--- config.mk ---
export PLATFORM = sky130hd
export DESIGN_NAME = truth_table_sequencer
export DESIGN_NICKNAME = d
export VERILOG_FILES = /design/src/rtl/truth_table_sequencer.sv
export SDC_FILE = /design/constraint.sdc
export NUM_CORES = 1
export LEC_CHECK = 0
export ABC_AREA = 1
export BUFFER_PORTS_ARGS = -buffer_cell sky130_fd_sc_hd__buf_4
export CAP_MARGIN = 20
export CORE_MARGIN = 8
export CORE_UTILIZATION = 30
export CTS_CLUSTER_SIZE = 20
export DETAILED_ROUTE_END_ITERATION = 10
export GPL_TIMING_DRIVEN = 0
export HOLD_SLACK_MARGIN = 0.12
export REMOVE_ABC_BUFFERS = 1
export SYNTH_ARGS = -nofsm -noshare
export SYNTH_HDL_FRONTEND = slang
export SYNTH_SLANG_ARGS = --single-unit
--- constraint.sdc ---
create_clock -name clk -period 3.3 [get_ports clk]
set_clock_uncertainty 0.15 [all_clocks]
set_input_delay 0.66 -clock clk [delete_from_list [all_inputs] [get_ports clk]]
set_output_delay 0.66 -clock clk [all_outputs]
set_load 0.03 [all_outputs]
--- src/rtl/truth_table_sequencer.sv ---
// Sweeps every input vector of a small N_IN-input gate, samples its output once per vector
// and grades the observed truth table against EXPECT. Define TT_SEQ_GRAY_EN for Gray-order sweeps.
module truth_table_sequencer #(
    parameter int                     N_IN   = 2,
    parameter int                     HOLD   = 1,
    parameter logic [(2**N_IN)-1:0]   EXPECT = 4'b1000
) (
    input  logic                  clk,
    input  logic                  rst,
    input  logic                  start,
    output logic [N_IN-1:0]       vec,
    input  logic                  dut_out,
    output logic                  sample,
    output logic                  busy,
    output logic                  done,
    output logic [(2**N_IN)-1:0]  result,
    output logic [N_IN:0]         err_cnt,
    output logic                  pass
);

    localparam int              HW        = (HOLD > 1) ? $clog2(HOLD) : 1;
    localparam logic [HW-1:0]   HOLD_LAST = HW'(HOLD - 1);
    localparam logic [N_IN-1:0] LAST_POS  = '1;

    typedef enum logic [1:0] {IDLE, DRIVE, SAMPLE, DONE} state_t;

    state_t                 state, state_nxt;
    logic [N_IN-1:0]        pos, pos_nxt;
    logic [HW-1:0]          hold_cnt, hold_nxt;
    logic [(2**N_IN)-1:0]   result_nxt;
    logic [N_IN:0]          err_nxt;

    // pos counts sweep steps 0..2**N_IN-1; vec is that step mapped to the driven vector.
`ifdef TT_SEQ_GRAY_EN
    logic [N_IN-1:0] gray_vec;

    function automatic logic [N_IN-1:0] to_gray(input logic [N_IN-1:0] p);
        return p ^ (p >> 1);
    endfunction

    always_ff @(posedge clk) begin
        if (rst) gray_vec <= '0;
        else     gray_vec <= to_gray(pos_nxt);
    end

    assign vec = gray_vec;
`else
    assign vec = pos;
`endif

    always_ff @(posedge clk) begin
        if (rst) begin
            state    <= IDLE;
            pos      <= '0;
            hold_cnt <= '0;
            result   <= '0;
            err_cnt  <= '0;
        end else begin
            state    <= state_nxt;
            pos      <= pos_nxt;
            hold_cnt <= hold_nxt;
            result   <= result_nxt;
            err_cnt  <= err_nxt;
        end
    end

    always_comb begin
        state_nxt  = state;
        pos_nxt    = pos;
        hold_nxt   = hold_cnt;
        result_nxt = result;
        err_nxt    = err_cnt;
        case (state)
            IDLE, DONE: begin
                if (start) begin
                    state_nxt  = DRIVE;
                    pos_nxt    = '0;
                    hold_nxt   = '0;
                    result_nxt = '0;
                    err_nxt    = '0;
                end
            end
            DRIVE: begin
                if (hold_cnt == HOLD_LAST) state_nxt = SAMPLE;
                else                       hold_nxt  = hold_cnt + 1'b1;
            end
            SAMPLE: begin
                result_nxt[vec] = dut_out;
                if (dut_out != EXPECT[vec]) err_nxt = err_cnt + 1'b1;
                if (pos == LAST_POS) begin
                    state_nxt = DONE;
                end else begin
                    pos_nxt   = pos + 1'b1;
                    hold_nxt  = '0;
                    state_nxt = DRIVE;
                end
            end
            default: state_nxt = IDLE;
        endcase
    end

    assign sample = (state == SAMPLE);
    assign busy   = (state == DRIVE) || (state == SAMPLE);
    assign done   = (state == DONE);
    assign pass   = (state == DONE) && (err_cnt == '0);

endmodule

==> qor.csv <==
metric,value,unit
CTS tree,done,
vias per inst,4.36,
n_diodes,0,
Reg2Reg Launch Point,state[0],
crit start category,register,
Hold Path Sink,result[1],
# DRC,0,
GRT Total Usage,0.0769,
pin count of the biggest net entering global routing,13,
"CTS clk-pin slew, worst paths",0.07,ns
actual slew at the worst max-slew pin,0.243,ns
Hold Crit Start,result[1],
Async SR Flop Fraction,0,
worst reg2reg path endpoint,vec[1],
CP Max Fanout,5,
Max Buffers Root-to-Sink,2,
Clock Latency Late Sink,0.27,ns
routed length on met2,710,um
Post-Synth Adder-Cell Area,0.187,
final instance area,907,um2
Final ANT Viol Nets,0,
Synth Area in Compound Gates,0.0988,
arrival time at the worst endpoint,1.37,ns
Synth area leaders,"dfxtp_1, ha_1, nand2_1",
clk sinks,11,
GRT overflow,0,
R2R depth,8,
Metal-1 WL,678,um
fillers,283,
post-synthesis mux area share,0,
GP Congestion,0.765,
post-synthesis simple-gate area fraction,0.302,
Tmin final,2.18,ns
Die Wd,65.5,um
number of port buffers,16,
Synth Flop Type,dfxtp_1,
worst vdd ir,226,uV
post-synth top area share,0.300,
FMAX,460,MHz
Root Buffer,clkbuf_4,
FF/Latch Area,220,um2
Post-Synthesis Cells,105,
Area growth syn-to-layout,23.5,%
Initial DRC Count,17,
"FF+latch count, synth",11,
fin nets,140,
type of the worst min-delay path,reg2reg,
CTS buffer count,3,
Yosys top cell by area,dfxtp_1,
die height,65.5,um
io pins,17,
largest family of logic cells by synthesized area,simple AND/OR/NAND/NOR gates,
library cell with the highest instance count after synthesis,nand2_1,
setup total negative slack,0,ns
core area,0.00239,mm2
critical path class,reg2out,
Die Area,0.00429,mm2
drt pass-1 iters,3,
fin crit share,0.659,
Worst EP required,2.49,ns
sequential share of the synthesized area,0.300,
post-cts gate resize count,0,
Power Density,402,mW/mm2
Routed WL per cell,9.97,um
H-tree Lvls,1,
max cap viols,0,
area of the multi-input gates,432,um2
first-pass GRT wire length,2.62,mm
max-slew violation count,0,
dpl hpwl,1.25,mm
"setup slack, reg-to-reg",1.56,ns
Vias,671,
"EDFF count, synth",0,
Static Leak,0.451,nW
placed cell areas,881,um2
Site Rows,18,
Final Hold Vio Count,0,
wire length on met3,135,um
Fin Hold WS,0.313,ns
Post-synth top cells,"nand2_1, inv_1, dfxtp_1, ha_1, nor2_1",
Routed WL,1.54,mm
Finished Layout Cells,154,
initial antenna violation count,0,
RSZ-0062 raised after global routing,no,
hold_buf cts,0,
fin util,0.380,
Worst slew margin,0.837,
hold depth,2,
status,finished clean,
Syn. warnings,0,
Starting Density,0.308,
vias in the first global route,627,
Post-CTS Setup Inserts,0,
layout cell share with drive strength beyond 1,0.218,
Top Layer Used,met4,
critical path endpoint category,primary output,
library cells used by synthesis,16,
Inst Count DP,150,
syn avg cell area,6.99,um2
Synth Cell Area,734,um2
Final Setup Violations,0,
Synth Area in XOR/XNOR,0,
placed cells by master (no fill, tap or decap), drive strengths merged:
| cell type | Yosys | routed |
|---|---|---|
| nor3 | 2 | 2 |
| dfxtp | 11 | 11 |
| clkbuf | 0 | 4 |
| ha | 11 | 11 |
| nand2 | 27 | 27 |
| buf | 1 | 16 |
| o21ai | 4 | 4 |
| a21oi | 9 | 9 |
| nor2 | 11 | 11 |
| nand3 | 9 | 9 |
| nand3b | 1 | 1 |
| inv | 19 | 19 |
routing by layer:
metal | vias to the layer above | GRT usage
li1 | 364 | -
met1 | 293 | 0.0809
met2 | 12 | 0.125
met3 | 2 | 0.0459
met4 | 0 | 0.0245
met5 | - | 0
state kept, by name (all words and copies together), names as in the netlist:
signal	cells
state	2
result	4
vec	2
err_cnt	3
logic make-up (layout without fill, tap and decap cells):
| kind of cell | count (synthesis) | count (layout) |
|---|---|---|
| buffers and inverters | 20 | 39 |
| DFF | 11 | 11 |
| and+or+nand+nor | 50 | 50 |
| adders and majority gates | 11 | 11 |
| AOI/OAI and AO/OA | 13 | 13 |
stage by stage:
stage,worst slack (ns),total power [mW]
final,1.12,0.365
after global routing,1.05,0.396
after CTS,1.12,0.373
after detailed placement,1.42,0.277
after global placement,1.43,0.276
after floorplan,1.27,0.240
layout make-up:
class                      count  share of cell area
tap                           30              0.0414
timing repair buffer          16               0.132
multi-input combinational     74               0.476
clock buffer                   4              0.0290
sequential                    11               0.243
inverter                      19              0.0786
critical path, cell delays in order (launching register included):
cell and delay (ns):
dfxtp_1 0.39, inv_1 0.08, ha_1 0.36, inv_2 0.11, buf_4 0.16
power breakdown:
part | internal [mW] | total (mW) | leakage (nW) | switching, mW
Sequential | 0.143 | 0.152 | 0.0896 | 0.00913
Clock | 0.0468 | 0.0919 | 0.0150 | 0.0451
Combinational | 0.0420 | 0.121 | 0.347 | 0.0789
worst max-delay path by stage:
stage | start | endpoint | slack [ns]
floorplan | state[1] | pass | 1.27
detailed placement | state[0] | busy | 1.42
global route | state[0] | busy | 1.05
CTS | state[0] | busy | 1.12
finish | state[0] | busy | 1.12
global placement | state[0] | busy | 1.43
(Power assumes the default switching activity.)
